`src/rtl/fios_ctrl_pkg.sv`:
```
// rtl/fios_ctrl_pkg.sv - shared types, control codes and timing helpers for the 4A FIOS sequencer
package fios_ctrl_pkg;

    typedef enum logic [1:0] {
        ST_IDLE  = 2'd0,
        ST_RUN   = 2'd1,
        ST_DRAIN = 2'd2,
        ST_DONE  = 2'd3
    } state_t;

    // DSP OPMODE words driven per PE
    localparam logic [8:0] OP_IDLE   = 9'h000;
    localparam logic [8:0] OP_AB     = 9'h005;
    localparam logic [8:0] OP_M      = 9'h035;
    localparam logic [8:0] OP_MP_ACC = 9'h0A5;

    // A operand mux codes
    localparam logic [1:0] SEL_A      = 2'd1;
    localparam logic [1:0] SEL_LOW    = 2'd2;
    localparam logic [1:0] SEL_M      = 2'd3;

    // B operand mux codes
    localparam logic [1:0] SEL_B      = 2'd1;
    localparam logic [1:0] SEL_PPRIME = 2'd2;
    localparam logic [1:0] SEL_P      = 2'd3;

    // C source mux codes
    localparam logic [1:0] C_ZERO   = 2'd0;
    localparam logic [1:0] C_DIRECT = 2'd1;
    localparam logic [1:0] C_DLY1   = 2'd2;
    localparam logic [1:0] C_DLY2   = 2'd3;

    // Cycles between consecutive PEs starting their windows
    function automatic int pe_delay(input int dsp_reg_level, input int creg);
        return 2 * dsp_reg_level + creg + 2;
    endfunction

    // Cycles from the last PE reaching k=2 to the first valid result word
    function automatic int out_lat(input int dsp_reg_level, input int creg);
        return dsp_reg_level + creg + 1;
    endfunction

    // PE0 always takes a zero C; downstream PEs pick the tap matching the pipeline depth
    function automatic logic [1:0] c_sel_code(input int pe, input int dsp_reg_level);
        if (pe == 0)
            return C_ZERO;
        case (dsp_reg_level)
            1:       return C_DIRECT;
            2:       return C_DLY1;
            default: return C_DLY2;
        endcase
    endfunction

endpackage

```
`src/rtl/fios_pe_sched.sv`:
```
// rtl/fios_pe_sched.sv - per-PE window counter with registered control decode
module fios_pe_sched
    import fios_ctrl_pkg::*;
#(
    parameter int         S      = 8,
    parameter int         CREG   = 1,
    parameter logic [1:0] C_CODE = C_ZERO
) (
    input  logic       clock_i,
    input  logic       reset_i,
    input  logic       go_i,
    output logic       a_reg_en,
    output logic       m_reg_en,
    output logic [1:0] mux_a_sel,
    output logic [1:0] mux_b_sel,
    output logic [1:0] mux_c_sel,
    output logic       creg_en,
    output logic [8:0] opmode,
    output logic       res_delay_en,
    output logic       c_input_delay_en
);

    localparam int   KW       = $clog2(S + 2);
    localparam logic CREG_BIT = (CREG != 0);

    logic          active;
    logic [KW-1:0] k;
    logic [KW-1:0] cur_k;
    logic          in_win;

    // The go cycle itself is k=0, so decode from zero while the counter catches up
    always_comb begin
        in_win = go_i | active;
        cur_k  = go_i ? '0 : k;
    end

    // Step k through 0..S+1 and register the control word for the current k
    always_ff @(posedge clock_i) begin
        if (reset_i) begin
            active           <= 1'b0;
            k                <= '0;
            a_reg_en         <= 1'b0;
            m_reg_en         <= 1'b0;
            mux_a_sel        <= 2'd0;
            mux_b_sel        <= 2'd0;
            mux_c_sel        <= C_ZERO;
            creg_en          <= 1'b0;
            opmode           <= OP_IDLE;
            res_delay_en     <= 1'b0;
            c_input_delay_en <= 1'b0;
        end else begin
            mux_c_sel <= C_CODE;

            if (go_i) begin
                active <= 1'b1;
                k      <= KW'(1);
            end else if (active) begin
                if (k == KW'(S + 1)) begin
                    active <= 1'b0;
                    k      <= '0;
                end else begin
                    k <= k + 1'b1;
                end
            end

            a_reg_en         <= 1'b0;
            m_reg_en         <= 1'b0;
            mux_a_sel        <= 2'd0;
            mux_b_sel        <= 2'd0;
            creg_en          <= 1'b0;
            opmode           <= OP_IDLE;
            res_delay_en     <= 1'b0;
            c_input_delay_en <= 1'b0;

            if (in_win) begin
                if (cur_k == '0) begin
                    a_reg_en         <= 1'b1;
                    mux_a_sel        <= SEL_A;
                    mux_b_sel        <= SEL_B;
                    opmode           <= OP_AB;
                    creg_en          <= CREG_BIT;
                    c_input_delay_en <= 1'b1;
                end else if (cur_k == KW'(1)) begin
                    m_reg_en         <= 1'b1;
                    mux_a_sel        <= SEL_LOW;
                    mux_b_sel        <= SEL_PPRIME;
                    opmode           <= OP_M;
                end else begin
                    mux_a_sel        <= SEL_M;
                    mux_b_sel        <= SEL_P;
                    opmode           <= OP_MP_ACC;
                    res_delay_en     <= 1'b1;
                    c_input_delay_en <= 1'b1;
                    creg_en          <= CREG_BIT;
                end
            end
        end
    end

endmodule

```
`src/rtl/fios_ctrl_nocasc_4a.sv`:
```
// rtl/fios_ctrl_nocasc_4a.sv - sequencer for the non-cascaded 4A FIOS multiplier, EXPAND configuration
module fios_ctrl_nocasc_4a
    import fios_ctrl_pkg::*;
#(
    parameter int s     = 8,
    parameter int ABREG = 1,
    parameter int MREG  = 1,
    parameter int CREG  = 1
) (
    input  logic                 clock_i,
    input  logic                 reset_i,
    input  logic                 start_i,
    output logic                 busy_o,
    output logic                 word_rd_en_o,
    output logic [$clog2(s)-1:0] word_idx_o,
    output logic [s-1:0]         a_reg_en_o,
    output logic [s-1:0]         m_reg_en_o,
    output logic [2*s-1:0]       mux_A_sel_o,
    output logic [2*s-1:0]       mux_B_sel_o,
    output logic [2*s-1:0]       mux_C_sel_o,
    output logic [s-1:0]         CREG_en_o,
    output logic [9*s-1:0]       OPMODE_o,
    output logic [s-1:0]         RES_delay_en_o,
    output logic [s-1:0]         C_input_delay_en_o,
    output logic                 FIOS_input_sel_o,
    output logic                 res_valid_o,
    output logic [$clog2(s)-1:0] res_idx_o,
    output logic                 done_o
);

    localparam int DSP_REG_LEVEL = ABREG + MREG + 1;
    localparam int PE_DELAY      = pe_delay(DSP_REG_LEVEL, CREG);
    localparam int OUT_LAT       = out_lat(DSP_REG_LEVEL, CREG);
    localparam int IW            = $clog2(s);
    localparam int CHAIN         = (s - 1) * PE_DELAY + 1;
    // Cycle numbers below count from the start-acceptance cycle (= 0)
    localparam int LAST_GO       = 1 + (s - 1) * PE_DELAY;
    localparam int DRAIN_AT      = LAST_GO + s + 1;
    localparam int RES_FIRST     = LAST_GO + 2 + OUT_LAT;
    localparam int DONE_AT       = RES_FIRST + s;
    localparam int CW            = $clog2(DONE_AT + 1);

    state_t           state;
    logic [CW-1:0]    cyc;
    logic [CHAIN-1:0] go_sr;
    logic             accept;

    assign accept           = (state == ST_IDLE) && start_i;
    assign FIOS_input_sel_o = 1'b0;

    // Top-level run control: cycle counter, busy and the done pulse
    always_ff @(posedge clock_i) begin
        if (reset_i) begin
            state  <= ST_IDLE;
            cyc    <= '0;
            busy_o <= 1'b0;
            done_o <= 1'b0;
        end else begin
            case (state)
                ST_IDLE: begin
                    if (start_i) begin
                        state  <= ST_RUN;
                        cyc    <= CW'(1);
                        busy_o <= 1'b1;
                    end
                end
                ST_RUN: begin
                    cyc <= cyc + 1'b1;
                    if (cyc == CW'(DRAIN_AT))
                        state <= ST_DRAIN;
                end
                ST_DRAIN: begin
                    cyc <= cyc + 1'b1;
                    if (cyc == CW'(DONE_AT - 1)) begin
                        state  <= ST_DONE;
                        done_o <= 1'b1;
                    end
                end
                default: begin
                    state  <= ST_IDLE;
                    cyc    <= '0;
                    busy_o <= 1'b0;
                    done_o <= 1'b0;
                end
            endcase
        end
    end

    // Go chain: bit j*PE_DELAY is the go pulse of PE j
    always_ff @(posedge clock_i) begin
        if (reset_i)
            go_sr <= '0;
        else
            go_sr <= {go_sr[CHAIN-2:0], accept};
    end

    // Operand word fetch strobe for s cycles after acceptance
    always_ff @(posedge clock_i) begin
        if (reset_i) begin
            word_rd_en_o <= 1'b0;
            word_idx_o   <= '0;
        end else begin
            word_rd_en_o <= accept | (word_rd_en_o && (word_idx_o != IW'(s - 1)));
            if (!accept && word_rd_en_o && (word_idx_o != IW'(s - 1)))
                word_idx_o <= word_idx_o + 1'b1;
            else
                word_idx_o <= '0;
        end
    end

    // Result word flags, one cycle early because the outputs are registered
    always_ff @(posedge clock_i) begin
        if (reset_i) begin
            res_valid_o <= 1'b0;
            res_idx_o   <= '0;
        end else if ((state == ST_RUN || state == ST_DRAIN) &&
                     (cyc >= CW'(RES_FIRST - 1)) && (cyc <= CW'(RES_FIRST + s - 2))) begin
            res_valid_o <= 1'b1;
            res_idx_o   <= IW'(cyc - CW'(RES_FIRST - 1));
        end else begin
            res_valid_o <= 1'b0;
            res_idx_o   <= '0;
        end
    end

    for (genvar i = 0; i < s; i++) begin : g_pe
        fios_pe_sched #(
            .S      (s),
            .CREG   (CREG),
            .C_CODE (c_sel_code(i, DSP_REG_LEVEL))
        ) u_sched (
            .clock_i          (clock_i),
            .reset_i          (reset_i),
            .go_i             (go_sr[i*PE_DELAY]),
            .a_reg_en         (a_reg_en_o[i]),
            .m_reg_en         (m_reg_en_o[i]),
            .mux_a_sel        (mux_A_sel_o[2*i +: 2]),
            .mux_b_sel        (mux_B_sel_o[2*i +: 2]),
            .mux_c_sel        (mux_C_sel_o[2*i +: 2]),
            .creg_en          (CREG_en_o[i]),
            .opmode           (OPMODE_o[9*i +: 9]),
            .res_delay_en     (RES_delay_en_o[i]),
            .c_input_delay_en (C_input_delay_en_o[i])
        );
    end

endmodule

```
`config.mk`:
```
export PLATFORM = sky130hd
export DESIGN_NAME = fios_ctrl_nocasc_4a
export DESIGN_NICKNAME = d
export VERILOG_FILES = /design/src/rtl/fios_ctrl_pkg.sv /design/src/rtl/fios_pe_sched.sv /design/src/rtl/fios_ctrl_nocasc_4a.sv
export SDC_FILE = /design/constraint.sdc
export NUM_CORES = 1
export LEC_CHECK = 0
export CAP_MARGIN = 5
export CORE_MARGIN = 3
export CORE_UTILIZATION = 53
export CTS_CLUSTER_DIAMETER = 80
export DETAILED_ROUTE_END_ITERATION = 8
export GPL_TIMING_DRIVEN = 1
export PLACE_DENSITY = 0.85
export SYNTH_ARGS = -nofsm -noshare
export SYNTH_HDL_FRONTEND = slang
export SYNTH_HIERARCHICAL = 1
export SYNTH_SLANG_ARGS = --single-unit
```
`constraint.sdc`:
```
create_clock -name clock_i -period 3.1 [get_ports clock_i]
set_input_delay 0.31 -clock clock_i [delete_from_list [all_inputs] [get_ports clock_i]]
set_output_delay 0.31 -clock clock_i [all_outputs]
set_load 0.1 [all_outputs]
```
==> run metrics, run 1 <==
outcome finished clean; Seq/Total Area, Yosys 51.1%; layout cells sized above 1 7.42%; vias in the first global route 4403; number of iterations in the first detailed-routing pass 5; vias per inst 4.85; Starting Density 54.9%; layout net count 785; clk_skew 4.35 ps; critical path class reg -> out; number of flops mapped to enable cells by yosys 0; Resized Gates After CTS 0; period utilization 73.6%; Num CTS Buffers 17; Final setup viols 0; CTS H-tree depth 4; CP required 2790 ps; Antenna Violating Nets Remaining 0; worst path cell trace clkdlybuf4s50_1; post-synthesis register bit count 178; Worst-path clk slew 60 ps; Warnings, synthesis 6; number of distinct library cells after synthesis 48; crit path DAT 1970 ps; DP HPWL 8670 um; Worst Path Buf+Inv 1; global route total overflow 0; peak fanout along the critical path 4; core region area 12700 um^2; area share of the largest cell type after synthesis 51.1%; Root Driver clkbuf_16; DRT Wirelength 12200 um; clk sinks 178; max-cap violations 0; total track usage 16.8%; Worst path slowest cell clkdlybuf4s50_1; Slew Viols, Final 0; DR vias 4629; routed len/inst 12.8 um; Max Root-Sink Buffers 2; synthesized instance count 713; predominant post-synthesis flop cell dfxtp_1; Die Wd 121 um; Worst-Margin Slew 997 ps; Final Hold Fails 0; RSZ-0062 raised after global routing false; minimum clock period 2280 ps; diode count 0; setup bufs post-CTS 0; final setup margin 819 ps; fraction of registers with async set/reset 0%; Mean Syn Cell Area 9.79 um^2; setup slack, reg-to-reg 1300 ps; worst min path class in -> reg; Max stage delay on crit path 1170 ps; Crit path max-delay family buffers and inverters; largest net degree at the start of global routing 65; Clk Latency, worst-skew pair 410 ps; die area 14600 um^2; # rows 41; hold buffer count at CTS 0; worst vdd ir 0.000499 V; initial antenna violation count 0; endpoint type of the worst setup path primary output; P per Cell Area 633 nW/um^2; top post-synthesis cells by area dfxtp_1, buf_4, nor2b_1, nor3_1, nand2_1; Leak 3.17 nW; TritonCTS clock tree yes; # IOs 174; area leader, netlist dfxtp_1; area grow syn2layout 18.7%; GP Congestion 0.797; slew margin rel. 33.3%; worst slack, placed 1220 ps; fin util 65.1%; Port Buffers 138; Die H 121 um; First DRT Iteration DRCs 284; Post-Syn Area 6980 um^2; first-pass GRT wire length 20000 um; CP startpoint kind register; setup TNS 0 ps; fillers 1027; maximum clock frequency 0.438 GHz; DRC 0
## flip-flops by register name, summed over array words and instances, names as in the netlist, 7 cells and up
signal / flops
go_sr: 64
g_pe.u_sched/k: 32
g_pe.u_sched/opmode: 32
g_pe.u_sched/a_reg_en: 8
g_pe.u_sched/active: 8
g_pe.u_sched/mux_b_sel: 8
cyc: 7
g_pe.u_sched/mux_c_sel: 7
## cell usage in the layout, fill, tap and decap left out, types with 3 or more instances in the layout
master / n
nand3_1: 10
nor2_1: 42
dfxtp_1: 178
a211o_1: 7
nand2_1: 43
nor3_1: 36
nor4_1: 9
and2_1: 3
mux2_2: 7
xor2_1: 4
nand2b_1: 3
inv_1: 36
a31oi_1: 8
a211oi_1: 3
o31ai_1: 8
conb_1: 35
nor2b_1: 67
buf_4: 6
o21ai_0: 3
clkbuf_16: 17
o21bai_2: 7
ha_1: 12
xnor2_1: 16
a21oi_1: 28
o22ai_2: 7
and4_1: 8
clkdlybuf4s50_1: 137
clkbuf_8: 4
clkbuf_1: 6
a21boi_1: 7
## worst paths after layout
check | depth (start not counted) | end | start
worst max-delay path | 1 | mux_A_sel_o[12] | g_pe[6].u_sched/mux_b_sel[0]
worst min-delay path | 2 | g_pe[4].u_sched/mux_c_sel[0] | reset_i
worst max register to register | 5 | state[0] | state[0]
worst min register to register | 1 | go_sr[47] | go_sr[46]
## logic make-up (layout without fill, tap and decap cells)
| family | count (synthesis) | after routing | synth area share [%] |
|---|---|---|---|
| buffers and inverters | 168 | 211 | 15.7 |
| AO/OA/AOI/OAI | 86 | 86 | 9.21 |
| AND/OR/NAND/NOR | 231 | 231 | 17.5 |
| adder cells (fa/ha/maj) | 12 | 12 | 2.15 |
| flip-flops | 178 | 178 | 51.1 |
| other | 9 | 35 | 0.484 |
| XOR/XNOR | 20 | 20 | 2.51 |
| multiplexers | 9 | 9 | 1.43 |
## metal layers
| metal | routed length, um | vias to the layer above | track usage (%) |
|---|---|---|---|
| met3 | 634 | 18 | 4.40 |
| met5 | 0 | - | 0 |
| li1 | - | 2308 | - |
| met4 | 164 | 0 | 8.36 |
| met2 | 6420 | 138 | 30.2 |
| met1 | 5010 | 2165 | 18.4 |
## synth_stat cells (7+ instances only)
| master | instances |
|---|---|
| a21boi_1 | 7 |
| a31oi_1 | 8 |
| nor3_1 | 36 |
| a21oi_1 | 28 |
| nand2_1 | 43 |
| clkbuf_1 | 9 |
| conb_1 | 9 |
| and4_1 | 8 |
| buf_2 | 9 |
| xnor2_1 | 16 |
| o21bai_2 | 7 |
| buf_6 | 7 |
| nand3_1 | 10 |
| dfxtp_1 | 178 |
| nor2b_1 | 67 |
| a211o_1 | 7 |
| o31ai_1 | 8 |
| nor4_1 | 9 |
| nor2_1 | 42 |
| o22ai_2 | 7 |
| mux2_2 | 7 |
| buf_4 | 106 |
| inv_1 | 36 |
| ha_1 | 12 |
## per-stage QoR
stage | power [mW] | cells | cell area (um^2) | hold slack [ps]
after floorplan | 3.27 | 739 | 7080 | 367
after global placement | 3.37 | 923 | 7750 | 418
after detailed placement | 3.38 | 923 | 7750 | 422
after CTS | 5.29 | 954 | 8280 | 341
after global routing | 5.45 | 954 | 8280 | 373
final | 5.24 | 954 | 8280 | 354
## cell type report
type	instances	area (um^2)	share of cell area [%]
flip-flops and latches	178	3560	43.0
multi-input cells	393	2420	29.2
repair buffers	143	1420	17.1
clock buffers	27	503	6.07
well taps	172	215	2.60
inverters	37	139	1.68
clock inverters	4	25.0	0.302
## power by group
group | switching, mW | leakage [nW] | total (mW) | internal [mW]
Sequential | 0.0620 | 1.44 | 2.41 | 2.35
Clock | 0.799 | 0.253 | 1.90 | 1.10
Combinational | 0.725 | 1.48 | 0.928 | 0.203
(Power assumes the default switching activity.)
==> run 2, diff against run 1 <==
--- a/config.mk
+++ b/config.mk
@@ -7,11 +7,11 @@
 export LEC_CHECK = 0
 export CAP_MARGIN = 5
 export CORE_MARGIN = 3
-export CORE_UTILIZATION = 53
+export CORE_UTILIZATION = 44
 export CTS_CLUSTER_DIAMETER = 80
 export DETAILED_ROUTE_END_ITERATION = 8
 export GPL_TIMING_DRIVEN = 1
-export PLACE_DENSITY = 0.85
+export PLACE_DENSITY = 0.76
 export SYNTH_ARGS = -nofsm -noshare
 export SYNTH_HDL_FRONTEND = slang
 export SYNTH_HIERARCHICAL = 1
==> constraint.sdc (replaced) <==
create_clock -name clock_i -period 1.9 [get_ports clock_i]
set_input_delay 0.19 -clock clock_i [delete_from_list [all_inputs] [get_ports clock_i]]
set_output_delay 0.19 -clock clock_i [all_outputs]
set_load 0.1 [all_outputs]
==> run metrics, run 2 (synthesis gave the netlist of run 1 again) <==
Hold WS 108 ps (-246 ps); setup slack, reg-to-reg 170 ps (-1130 ps); worst reg2reg endpoint res_idx_o[2]; CP required 2260 ps (-530 ps); worst min path class in -> reg; max-cap violations 0 (unchanged); area grow syn2layout 15.6%; endpoint type of the worst setup path register; worst vdd ir 0.000884 V (+77%); R2R cell count 6 (+1); Clk Latency, worst-skew pair 420 ps (about the same); vias in the first global route 4014 (-8.8%); Top Registers go_sr: 64 flops, g_pe.u_sched/k: 32 flops, g_pe.u_sched/opmode: 32 flops; maximum clock frequency 0.576 GHz; routed len/inst 11.1 um (-13%); clock share of power 38.3% (+2.0 points); TritonCTS clock tree yes; minimum clock period 1730 ps; final setup margin 165 ps (-654 ps); RSZ-0062 raised after global routing false; Die Wd 132 um (+9.3%); diode count 0 (unchanged); peak fanout along the critical path 7 (+3); commonest non-fill, non-tap cell in the layout dfxtp_1; combinational power share 17.1% (-0.6 points); hold buffer count at CTS 0 (unchanged); Max Root-Sink Buffers 2 (unchanged); layout net count 787 (+0.25%); CTS H-tree depth 4 (unchanged); period utilization 91.3%; CP startpoint kind register; setup bufs post-CTS 0 (unchanged); P per Cell Area 1090 nW/um^2 (+73%); leading cell types in the layout, fill and taps excluded dfxtp_1, buf_4, nor2b_1; # IOs 174 (unchanged); core region area 15400 um^2 (+21%); GP Congestion 0.819 (+2.8%); worst slack, placed 183 ps (-1030 ps); max reg flops 64 (unchanged); first-pass GRT wire length 18500 um (-7.4%); outcome finished clean; Pwr Total 8.82 mW (+68%); clk_skew 7.73 ps (+3.38 ps); Worst-path clk slew 70 ps (about the same); Resized Gates After CTS 0 (unchanged); DP HPWL 7550 um (-13%); Non-Filler Instances 996 (+4.4%); total track usage 12.7% (-4.1 points); Reg power frac 44.5% (-1.5 points); CP Launch Point cyc[1]; crit path DAT 2090 ps (+120 ps); DRC 0 (unchanged); layout cells sized above 1 25.6% (+18 points); Port Buffers 138 (unchanged); Worst Hold Depth 2 (unchanged); Most flops, register go_sr; clk sinks 178 (unchanged); # rows 45 (+9.8%); Die H 132 um (+9.3%); Slew Viols, Final 0 (unchanged); DR vias 4494 (-2.9%); Hold Path Sink cyc[1]; largest net degree at the start of global routing 55 (-15%); number of iterations in the first detailed-routing pass 4 (-1); Root Driver clkbuf_16; r2r startpoint cyc[1]; Final Hold Fails 0 (unchanged); switch share 30.5% (+0.25 points); Final setup viols 0 (unchanged); First DRT Iteration DRCs 178 (-37%); setup TNS 0 ps (unchanged); die area 17400 um^2 (+19%); net switching power 2.69 mW (+70%); vias per inst 4.51 (-7.0%); Num CTS Buffers 17 (unchanged); Starting Density 45.4% (-9.5 points); global route total overflow 0 (unchanged); placed cell count 964 (+4.4%); DRT Wirelength 11100 um (-9.4%); hold_sp reset_i; Leak 3.47 nW (+9.6%); P_int 6.13 mW (+68%); critical path class reg -> reg; Antenna Violating Nets Remaining 0 (unchanged); initial antenna violation count 0 (unchanged)
[run 2: cell types whose count changed in the layout (fill, tap and decap cells not counted)]
cell / delta
clkinv_4: +1
buf_4: +137
inv_6: +3
bufinv_16: +2
clkdlybuf4s50_1: -136
clkbuf_8: -3
clkbuf_1: -4
clkinv_2: +2
buf_12: +1
[run 2: how the worst max path moves through the flow]
stage,end,slack (ps)
2_1_floorplan,word_idx_o[0],80
3_3_place_gp,res_idx_o[0],250
3_5_place_dp,res_idx_o[1],180
4_1_cts,res_idx_o[2],150
5_1_grt,res_idx_o[2],40
6_report,res_idx_o[2],170
[run 2: worst max-delay path, stage by stage (launching register included)]
cell and delay (ps):
dfxtp_1 450, inv_1 100, ha_1 210, a21oi_1 150
a211oi_1 60, or4_1 570, nor2_1 130
[run 2: per-stage QoR]
step / util, % / cell area [um^2]
3_3_place_gp: 48.7 / 7490
5_1_grt: 52.5 / 8070
2_1_floorplan: - / 7080
3_5_place_dp: 48.7 / 7490
4_1_cts: 52.5 / 8070
6_report: 52.5 / 8070
[run 2: power groups by stage]
stage	clock network (mW)	logic [mW]	registers, mW
floorplan	0	1.05	4.29
global placement	0	1.50	4.01
detailed placement	0	1.51	4.01
CTS	3.50	1.52	3.93
global route	3.65	1.60	3.95
finish	3.38	1.51	3.93
[run 2: area by class of cell]
cell class | count | area (um^2)
repair buffers | 145 | 1100
well taps | 211 | 264
clock inverters | 12 | 130
clock buffers | 20 | 447
multi-input cells | 393 | 2420
fillers | 1458 | 7300
inverters | 37 | 139
flip-flops and latches | 178 | 3560
[run 2: layer usage]
metal / share of wire [%] / track usage [%] / wire, um
met1: 45 / 15.8 / 4980
met5: 0 / 0 / 0
met2: 47 / 19.9 / 5150
met4: 2.1 / 6.07 / 229
met3: 6.5 / 4.24 / 718
==> run 3, diff against run 2 <==
--- a/config.mk
+++ b/config.mk
@@ -12,7 +12,7 @@
 export DETAILED_ROUTE_END_ITERATION = 8
 export GPL_TIMING_DRIVEN = 1
 export PLACE_DENSITY = 0.76
+export SKIP_LAST_GASP = 1
 export SYNTH_ARGS = -nofsm -noshare
 export SYNTH_HDL_FRONTEND = slang
-export SYNTH_HIERARCHICAL = 1
 export SYNTH_SLANG_ARGS = --single-unit
==> run metrics, run 3 <==
synthesized instance count 734 (+2.9%); commonest non-fill, non-tap cell in the layout dfxtp_1; number of iterations in the first detailed-routing pass 5 (+1); first-pass GRT wire length 18000 um (-2.5%); largest net degree at the start of global routing 53 (-3.6%); total track usage 12.5% (-0.22 points); area grow syn2layout 14.7%; diode count 0 (unchanged); DR vias 4437 (-1.3%); fraction of registers with async set/reset 0% (unchanged); CP required 2240 ps (-20 ps); worst path cell trace inv_1, ha_1, nand2b_1, or2_4, or4_1, a21oi_1; predominant post-synthesis flop cell dfxtp_1; global route total overflow 0 (unchanged); DRC 0 (unchanged); fillers 1365 (-6.4%); GP Congestion 0.802 (-2.1%); die area 17300 um^2 (-0.89%); Starting Density 45.1% (-0.26 points); setup slack, reg-to-reg 130 ps (-40 ps); First DRT Iteration DRCs 225 (+26%); TritonCTS clock tree yes; Final setup viols 0 (unchanged); Top Registers go_sr: 64 flops, g_pe.u_sched.k: 32 flops, g_pe.u_sched.opmode: 25 flops; critical path class reg -> reg; Die Wd 131 um (-0.45%); layout net count 779 (-1.0%); maximum clock frequency 0.564 GHz (-2.2%); top post-synthesis cells by area dfxtp_1, buf_4, nor2b_1, nor3_1, a21oi_1; Hold Path Sink cyc[2]; Final Hold Fails 0 (unchanged); Worst path slowest cell or4_1; met1 GRT Util 14.8% (-1.1 points); Leak 3.45 nW (-0.47%); Most flops, register go_sr; P per Cell Area 1080 nW/um^2 (-1.5%); Antenna Violating Nets Remaining 0 (unchanged); number of distinct library cells after synthesis 49 (+2.1%); r2r startpoint state[0]; area leader, netlist dfxtp_1; worst reg2reg endpoint cyc[5]; crit path DAT 2120 ps (+30 ps); Slew Viols, Final 0 (unchanged); Mean Syn Cell Area 9.42 um^2 (-3.8%); CTS H-tree depth 4 (unchanged); Hold WS 214 ps (+106 ps); vias per inst 4.50 (-0.27%); core region area 15300 um^2 (-0.37%); clk_skew 4.78 ps (-2.94 ps); max-cap violations 0 (unchanged); Crit path max-delay family simple AND/OR/NAND/NOR gates; routed len/inst 11.3 um (+1.9%); DP HPWL 7520 um (-0.41%); worst min path class in -> reg; Worst-Margin Slew 506 ps; minimum clock period 1770 ps (+39.0 ps); global routing's busiest layer met2; Port Buffers 138 (unchanged); initial antenna violation count 0 (unchanged); setup TNS 0 ps (unchanged); Warnings, synthesis 0 (-6); peak fanout along the critical path 5 (-2); layout cells sized above 1 24.0% (-1.6 points); Max Root-Sink Buffers 2 (unchanged); final setup margin 126 ps (-39.0 ps); Worst Path Buf+Inv 1 (unchanged); number of flops mapped to enable cells by yosys 0 (unchanged); Worst-path clk slew 60 ps (about the same); setup bufs post-CTS 0 (unchanged); DRT Wirelength 11200 um (+0.83%); most frequent cell after synthesis dfxtp_1; # IOs 174 (unchanged); Worst Hold Depth 3 (+1); worst slack, placed 112 ps (-71.3 ps); max reg flops 64 (unchanged); area share of the largest cell type after synthesis 49.8% (-1.3 points); CP startpoint kind register; top cells by count, synth dfxtp_1, buf_4, nor2b_1, nor3_1, nor2_1; GRT met2 Usage 20.9% (+0.96 points); clk sinks 172 (-3.4%); post-synthesis register bit count 172 (-3.4%); leading cell types in the layout, fill and taps excluded dfxtp_1, buf_4, nor2b_1; Seq/Total Area, Yosys 49.8% (-1.3 points); Max stage delay on crit path 470 ps (-100 ps); Die H 131 um (-0.45%); Post-Syn Area 6910 um^2 (-0.93%); period utilization 93.3% (+2.1 points); outcome finished clean; R2R cell count 6 (unchanged); Root Driver clkbuf_16; Clk Latency, worst-skew pair 410 ps (about the same); RSZ-0062 raised after global routing false; worst vdd ir 0.000669 V (-24%); # rows 45 (unchanged); met3 Use GR 4.33% (+0.090 points); Num CTS Buffers 17 (unchanged); slew margin rel. 65.9%; vias in the first global route 3861 (-3.8%); hold_sp reset_i; endpoint type of the worst setup path register
run 3: cell types whose count changed after synthesis, sizes merged, moves of 9 or more:
cell | previous run | this run
buf | 122 | 154
o21ai | 3 | 30
inv | 37 | 19
nand2 | 43 | 31
xnor2 | 16 | 4
nor2b | 67 | 78
nor3 | 36 | 45
run 3: cell families after synthesis:
family          count (synthesis)  synth area share [%]
simple gates                  254                  20.1
compound gates                 93                  7.98
fa+ha+maj                      11                  1.99
buf+inv                       189                  18.3
mux                             2                 0.290
xor+xnor                       12                  1.52
flops                         172                  49.8
other cells                     1                0.0542
run 3: final cells by class:
type / instances / area (um^2) / area share (%)
Sequential cell: 172 / 3450 / 43.5
Multi-Input combinational cell: 407 / 2330 / 29.4
Timing Repair Buffer: 148 / 1290 / 16.3
Clock buffer: 18 / 439 / 5.54
Tap cell: 211 / 264 / 3.33
Clock inverter: 11 / 87.6 / 1.10
Inverter: 19 / 71.3 / 0.899
run 3: stage by stage:
stage	cells	total power [mW]	area [um^2]	utilization, %
after CTS	986	8.63	7930	51.8
after detailed placement	957	5.50	7400	48.3
after floorplan	768	5.30	7040	-
after global routing	986	8.90	7930	51.8
final	986	8.54	7930	51.8
after global placement	957	5.49	7400	48.3
run 3: worst max path at each step:
stage                        start     end  cells after the start
final                     state[0]  cyc[5]                      6
after CTS                 state[0]  cyc[5]                      6
after floorplan           state[0]  cyc[5]                      8
after global placement    state[0]  cyc[5]                      6
after global routing      state[1]  cyc[5]                      6
after detailed placement  state[0]  cyc[5]                      6
run 3: what timing repair did:
| action | in CTS | in global routing |
|---|---|---|
| resized for setup | 0 | 2 |
| hold buffers | 0 | 0 |
| endpoints found under the setup margin | 0 | 1 |
run 3: tightest hold or removal path, delay by kind of cell:
family	cells	cell delay [ps]
AOI/OAI and AO/OA	1	60
buffers and inverters	2	330
run 3: power by group:
| group | switching (mW) | total (mW) | internal, mW |
|---|---|---|---|
| sequential | 0.0922 | 3.79 | 3.70 |
| clock | 1.40 | 3.10 | 1.70 |
| combinational | 1.22 | 1.64 | 0.427 |
run 3: layer usage:
layer | routed length (um) | share of wire (%)
met2 | 5450 | 49
met4 | 192 | 1.7
met5 | 0 | 0
met1 | 4910 | 44
met3 | 619 | 5.5
